<file path="config.mk">
export PLATFORM = sky130hd
export DESIGN_NAME = reg_file_32_flat
export DESIGN_NICKNAME = d
export VERILOG_FILES = /design/src/rtl/reg_file_32_pkg.sv /design/src/rtl/reg_file_32_if.sv /design/src/rtl/reg_file_32_read_port.sv /design/src/rtl/reg_file_32.sv /design/src/flat_wrapper.sv
export SDC_FILE = /design/constraint.sdc
export NUM_CORES = 2
export LEC_CHECK = 0
export CAP_MARGIN = 20
export CORE_MARGIN = 3
export CORE_UTILIZATION = 60
export DETAILED_ROUTE_END_ITERATION = 10
export GPL_ROUTABILITY_DRIVEN = 0
export HOLD_SLACK_MARGIN = 0.02
export PLACE_DENSITY_LB_ADDON = 0.3
export SYNTH_ARGS = -nofsm -noshare
export SYNTH_HDL_FRONTEND = slang
export SYNTH_SLANG_ARGS = --single-unit
</file>
<file path="constraint.sdc">
create_clock -name clk -period 121.1 [get_ports clk]
set_clock_uncertainty 0.05 [all_clocks]
set_input_delay 36.33 -clock clk [delete_from_list [all_inputs] [get_ports clk]]
set_output_delay 36.33 -clock clk [all_outputs]
set_load 0.05 [all_outputs]
</file>
<file path="src/rtl/reg_file_32_pkg.sv">
// Shared datapath definitions for the register file and the ALU.
// Latency: n/a (constants and types only).
// Backpressure: n/a.
//
// Holds the datapath widths, the named register indices and the ALU_Ctl
// opcode encoding. Keeping them together means the register file and the ALU
// always agree on operand width.
package reg_file_32_pkg;

    localparam int DP_WIDTH  = 32;
    localparam int DP_ADDR_W = 5;

    // Named architectural register indices
    localparam logic [DP_ADDR_W-1:0] REG_ZERO = 5'd0;
    localparam logic [DP_ADDR_W-1:0] REG_SP   = 5'd29;
    localparam logic [DP_ADDR_W-1:0] REG_RA   = 5'd31;

    // ALU_Ctl opcodes driven by the ALU control unit
    typedef enum logic [3:0] {
        ALU_AND = 4'b0000,
        ALU_OR  = 4'b0001,
        ALU_ADD = 4'b0010,
        ALU_SUB = 4'b0110,
        ALU_SLT = 4'b0111,
        ALU_NOR = 4'b1100
    } alu_ctl_e;

endpackage

</file>
<file path="src/rtl/reg_file_32_if.sv">
// Register-file access bundle: one write port, two operand read ports, one debug read port.
// Latency: reads are combinational; writes land on the next rising clk edge.
// Backpressure: none; the register file accepts a write every cycle.
//
// master: datapath/control side (drives indices, write enable and data).
// slave : the register file (drives read data).
interface reg_file_32_if
    import reg_file_32_pkg::*;
#(
    parameter int WIDTH  = DP_WIDTH,
    parameter int ADDR_W = DP_ADDR_W
);

    logic              RegWrite;
    logic [ADDR_W-1:0] WriteReg;
    logic [WIDTH-1:0]  WriteData;
    logic [ADDR_W-1:0] ReadReg1;
    logic [ADDR_W-1:0] ReadReg2;
    logic [WIDTH-1:0]  ReadData1;
    logic [WIDTH-1:0]  ReadData2;
    logic [ADDR_W-1:0] DbgReg;
    logic [WIDTH-1:0]  DbgData;

    modport master (
        output RegWrite, WriteReg, WriteData,
        output ReadReg1, ReadReg2, DbgReg,
        input  ReadData1, ReadData2, DbgData
    );

    modport slave (
        input  RegWrite, WriteReg, WriteData,
        input  ReadReg1, ReadReg2, DbgReg,
        output ReadData1, ReadData2, DbgData
    );

endinterface

</file>
<file path="src/rtl/reg_file_32_read_port.sv">
// One combinational read port: zero-register override, write-through bypass, array mux.
// Latency: zero (purely combinational).
// Backpressure: none.
//
// Ports: regs (flattened storage), rd_idx (source index), byp_en (a write is
// live this cycle and reset is low), wr_idx/wr_data (the live write),
// rd_data (result).
module rf_read_port
    import reg_file_32_pkg::*;
#(
    parameter int WIDTH    = DP_WIDTH,
    parameter int ADDR_W   = DP_ADDR_W,
    parameter int ZERO_REG = 1
)
(
    input  logic [(2**ADDR_W)-1:0][WIDTH-1:0] regs,
    input  logic [ADDR_W-1:0]                 rd_idx,
    input  logic                              byp_en,
    input  logic [ADDR_W-1:0]                 wr_idx,
    input  logic [WIDTH-1:0]                  wr_data,
    output logic [WIDTH-1:0]                  rd_data
);

    logic idx_is_zero;
    logic idx_hits_wr;

    assign idx_is_zero = (ZERO_REG != 0) && (rd_idx == '0);
    // byp_en is checked first so an undriven write index cannot leak through
    // while no write is in flight.
    assign idx_hits_wr = byp_en && (wr_idx == rd_idx);

    // The zero-register check outranks the bypass: a dropped write to r0
    // must not be visible even in its own cycle.
    always_comb begin
        rd_data = regs[rd_idx];
        if (idx_is_zero) begin
            rd_data = '0;
        end else if (idx_hits_wr) begin
            rd_data = wr_data;
        end
    end

endmodule

</file>
<file path="src/rtl/reg_file_32.sv">
// 32 x 32-bit general-purpose register file feeding ALU operands A and B.
// Latency: reads combinational with write-through bypass; write commits on the next clk edge.
// Backpressure: none; one write and two reads accepted every cycle.
//
// Ports: clk (datapath clock), reset (asynchronous, active-high, clears every
// register), bus (reg_file_32_if slave: RegWrite/WriteReg/WriteData write
// port, ReadReg1/ReadData1 to ALU A, ReadReg2/ReadData2 to ALU B or the
// ALU-source mux, DbgReg/DbgData committed-state debug view).
module reg_file_32
    import reg_file_32_pkg::*;
#(
    parameter int WIDTH    = DP_WIDTH,
    parameter int ADDR_W   = DP_ADDR_W,
    parameter int ZERO_REG = 1
)
(
    input  logic         clk,
    input  logic         reset,
    reg_file_32_if.slave bus
);

    localparam int DEPTH = 2**ADDR_W;

    logic [DEPTH-1:0][WIDTH-1:0] regs;
    logic                        wr_en;
    logic                        byp_en;

    // Writes to r0 are dropped when it is hardwired, so its storage stays 0.
    assign wr_en  = bus.RegWrite && !((ZERO_REG != 0) && (bus.WriteReg == '0));
    // A write asserted during reset is lost, so it must not be forwarded either.
    assign byp_en = bus.RegWrite && !reset;

    always_ff @(posedge clk or posedge reset) begin
        if (reset) begin
            regs <= '0;
        end else if (wr_en) begin
            regs[bus.WriteReg] <= bus.WriteData;
        end
    end

    rf_read_port #(
        .WIDTH    (WIDTH),
        .ADDR_W   (ADDR_W),
        .ZERO_REG (ZERO_REG)
    ) u_rd_port1 (
        .regs    (regs),
        .rd_idx  (bus.ReadReg1),
        .byp_en  (byp_en),
        .wr_idx  (bus.WriteReg),
        .wr_data (bus.WriteData),
        .rd_data (bus.ReadData1)
    );

    rf_read_port #(
        .WIDTH    (WIDTH),
        .ADDR_W   (ADDR_W),
        .ZERO_REG (ZERO_REG)
    ) u_rd_port2 (
        .regs    (regs),
        .rd_idx  (bus.ReadReg2),
        .byp_en  (byp_en),
        .wr_idx  (bus.WriteReg),
        .wr_data (bus.WriteData),
        .rd_data (bus.ReadData2)
    );

    // Debug view shows committed state only; the zero override is kept
    // explicit so it holds even if r0 storage were ever disturbed.
    assign bus.DbgData = ((ZERO_REG != 0) && (bus.DbgReg == '0)) ? '0 : regs[bus.DbgReg];

endmodule

</file>
<file path="src/flat_wrapper.sv">
// flat-port wrapper written by rule: the top's interface ports become plain ports
module reg_file_32_flat import reg_file_32_pkg::*;
#(
    parameter int WIDTH    = DP_WIDTH,
    parameter int ADDR_W   = DP_ADDR_W,
    parameter int ZERO_REG = 1
)
  (clk, reset, bus_RegWrite, bus_WriteReg, bus_WriteData, bus_ReadReg1, bus_ReadReg2, bus_DbgReg, bus_ReadData1, bus_ReadData2, bus_DbgData);
  reg_file_32_if #(.WIDTH(WIDTH), .ADDR_W(ADDR_W)) bus_i ();
  input  logic clk;
  input  logic reset;
  input wire logic [$bits(bus_i.RegWrite)-1:0] bus_RegWrite;
  input wire logic [$bits(bus_i.WriteReg)-1:0] bus_WriteReg;
  input wire logic [$bits(bus_i.WriteData)-1:0] bus_WriteData;
  input wire logic [$bits(bus_i.ReadReg1)-1:0] bus_ReadReg1;
  input wire logic [$bits(bus_i.ReadReg2)-1:0] bus_ReadReg2;
  input wire logic [$bits(bus_i.DbgReg)-1:0] bus_DbgReg;
  output wire logic [$bits(bus_i.ReadData1)-1:0] bus_ReadData1;
  output wire logic [$bits(bus_i.ReadData2)-1:0] bus_ReadData2;
  output wire logic [$bits(bus_i.DbgData)-1:0] bus_DbgData;
  assign bus_i.RegWrite = bus_RegWrite;
  assign bus_i.WriteReg = bus_WriteReg;
  assign bus_i.WriteData = bus_WriteData;
  assign bus_i.ReadReg1 = bus_ReadReg1;
  assign bus_i.ReadReg2 = bus_ReadReg2;
  assign bus_i.DbgReg = bus_DbgReg;
  assign bus_ReadData1 = bus_i.ReadData1;
  assign bus_ReadData2 = bus_i.ReadData2;
  assign bus_DbgData = bus_i.DbgData;
  reg_file_32 #(.WIDTH(WIDTH), .ADDR_W(ADDR_W), .ZERO_REG(ZERO_REG)) u_core (.clk(clk), .reset(reset), .bus(bus_i));
endmodule
</file>
==> run metrics <==
Max-slew headroom 0.118; Post-synth ARST share 1.00; Critical Path End Type output pin; Top Ports 151; first-pass GRT wire length roughly 320 mm; most frequent cells in the layout dfrtp_1, mux2_2, mux4_2; CTS H-tree depth 3; gr usage total 0.404; Placed Instances 5632; CP arrival 40.95 ns; CTS tree built; CTS Buf Count 110; Final nets around 4400; Largest Register u_core.regs; Design Power around 1.1 mW; Leak about 29 nW; EDFF count, synth 0; Final Hold Vio Count 0; via count around 46000; Mapped Area around 64000 um2; most common cell after layout, fill and taps aside dfrtp_1; worst-case clock buffer depth 3; Port Buffers 150; max-slew violations 0; Crit Path Category in2out; leading registers by flop count u_core.regs: 1024 flops; Synth Area per Inst 14.3 um2; area grow syn2layout 9.06%; ys flop type dfrtp_1; CP Data Required Time approximately 85 ns; CTS Sinks 1024; Worst Hold Class reg2reg; Final period util 0.639; cells after synthesis roughly 4500; Final Worst Setup Slack 43.77 ns; f_max about 0.013 GHz; Worst-path clk slew 0.05 ns; worst IR drop on VDD 0.0000115 V; post-cts resize count 0; Post-Layout Cell Count between 5000 and 6000; # rows between 100 and 150; Hold-fix buffers, CTS 0; run status complete, no violations; GRT met2 Usage 0.565; cell area power density approximately 16 nW/um2; initial antenna violation count 15; drt first pass iters 6; Netlist cell types 62; die height 332 um; Worst-Skew Late Latency a little over 0.7 ns; share of layout cells above drive strength 1 0.463; final core occ 0.660; RSZ-0062 raised after global routing no; GRT met1 Usage 0.533; post-synthesis sequential area ratio 0.401; Mapped Nets approximately 4500; Setup TNS Final 0 ns; Die W ~330 um; CP max FO 89; wire per inst 38.2 um; Worst Max-Slew Pin Slew about 1.3 ns; post-synthesis register bit count 1024; post-CTS setup buffer count 0; CTS root buf clkbuf_16; minimum clock period just under 80 ns; synth warn 0; Final ANT Viol Nets 0; Die ar. 110000 um2; gr busiest metal met2; HPWL Detailed around 130 mm; final setup vio count 0; core area 105000 um2; DRT Wirelength 224 mm; vias per cell 7.89; grt ovf 0; Placement Setup Slack between 40 and 50 ns; maximum number of pins on one net before global-route repair 176; 1st-iter DRT viols between 6000 and 7000; Worst setup SP type input pin; Post-route DRC 0; M3 GR Usage 0.153; Max-Cap Viols 0; max reg flops between 1000 and 1500; number of global-route vias before repair between 40000 and 50000; starting density of the core 0.605
## metal layers
metal,vias up,share of wire
met5,-,0.00056
met4,14,0.074
met3,936,0.15
met2,3860,0.43
met1,24000,0.35
li1,17500,-
## cells by family after synthesis
| group | synth area share |
|---|---|
| multiplexers | 0.469 |
| flip-flops | 0.401 |
| buffers and inverters | 0.0450 |
| AO/OA/AOI/OAI | 0.0539 |
| AND/OR/NAND/NOR | 0.0296 |
| XOR/XNOR | 0.00137 |
## report_power, final
group          switching, mW  internal (mW)  leakage [nW]
clock network          0.147          0.203          1.81
registers             0.0677          0.407          13.1
logic                  0.135          0.163          14.3
total                  0.349          0.773          29.3
## metrics by stage
step                      cell area [um2]  hold WS [ns]
after floorplan                     63800         0.405
after global placement              65600         0.343
after detailed placement            65700         0.353
after CTS                           69300         0.367
after global routing                69600         0.381
final                               69600         0.371
## worst max-delay path: stages
cell and delay (ns):
buf_8 0.55, buf_12 0.61, buf_4 0.92, mux4_2 0.62, mux2i_1 0.17, o21ai_0 0.09, nor3_1 0.55, nor3_1 0.11
clkdlybuf4s50_1 0.73
## final timing paths
check / from / endpoint / slack (ns) / cells past startpoint
max: bus_ReadReg2[0] / bus_ReadData2[0] / 43.77 / 9
min in group asynchronous: reset / u_core.regs[1004] / 36.25 / 2
min: u_core.regs[9] / u_core.regs[9] / 0.37 / 0
max reg2reg: u_core.regs[374] / u_core.regs[374] / 120.19 / 1
max in group asynchronous: reset / u_core.regs[355] / 80.11 / 7
min reg2reg: u_core.regs[9] / u_core.regs[9] / 0.37 / 0
## Yosys cell counts (all sizes together) (4+ instances only)
cell / number / share of area
dfrtp: 1024 / 0.40
or2: 4 / 0.00039
nor3b: 26 / 0.0034
nand4: 4 / 0.00039
inv: 38 / 0.0022
o21ai: 101 / 0.0082
a22oi: 79 / 0.0093
o211ai: 26 / 0.0031
nor2: 102 / 0.0060
a221oi: 65 / 0.0095
clkbuf: 222 / 0.013
o22a: 5 / 0.00069
mux2i: 352 / 0.055
nor3: 70 / 0.0060
xor2: 6 / 0.00082
a31oi: 8 / 0.00078
a211o: 12 / 0.0016
nand2b: 17 / 0.0017
a211oi: 19 / 0.0022
a21oi: 61 / 0.0048
mux4: 668 / 0.24
o22ai: 52 / 0.0051
mux2: 1006 / 0.18
xnor2: 4 / 0.00055
and3b: 4 / 0.00055
nor2b: 18 / 0.0018
a22o: 6 / 0.00082
a221o: 38 / 0.0060
nand2: 89 / 0.0052
nand3: 30 / 0.0024
buf: 288 / 0.030
o2111ai: 4 / 0.00055
## cell type report
type | instances | area, um2
inverters | 39 | 154
clock buffers | 165 | 3200
multi-input cells | 2901 | 35600
clock inverters | 34 | 454
fillers | 7445 | 35800
repair buffers | 286 | 2830
diodes | 18 | 45.0
well taps | 1391 | 1740
flip-flops and latches | 1024 | 25600
No activity file was read; power rests on OpenSTA's default activity.
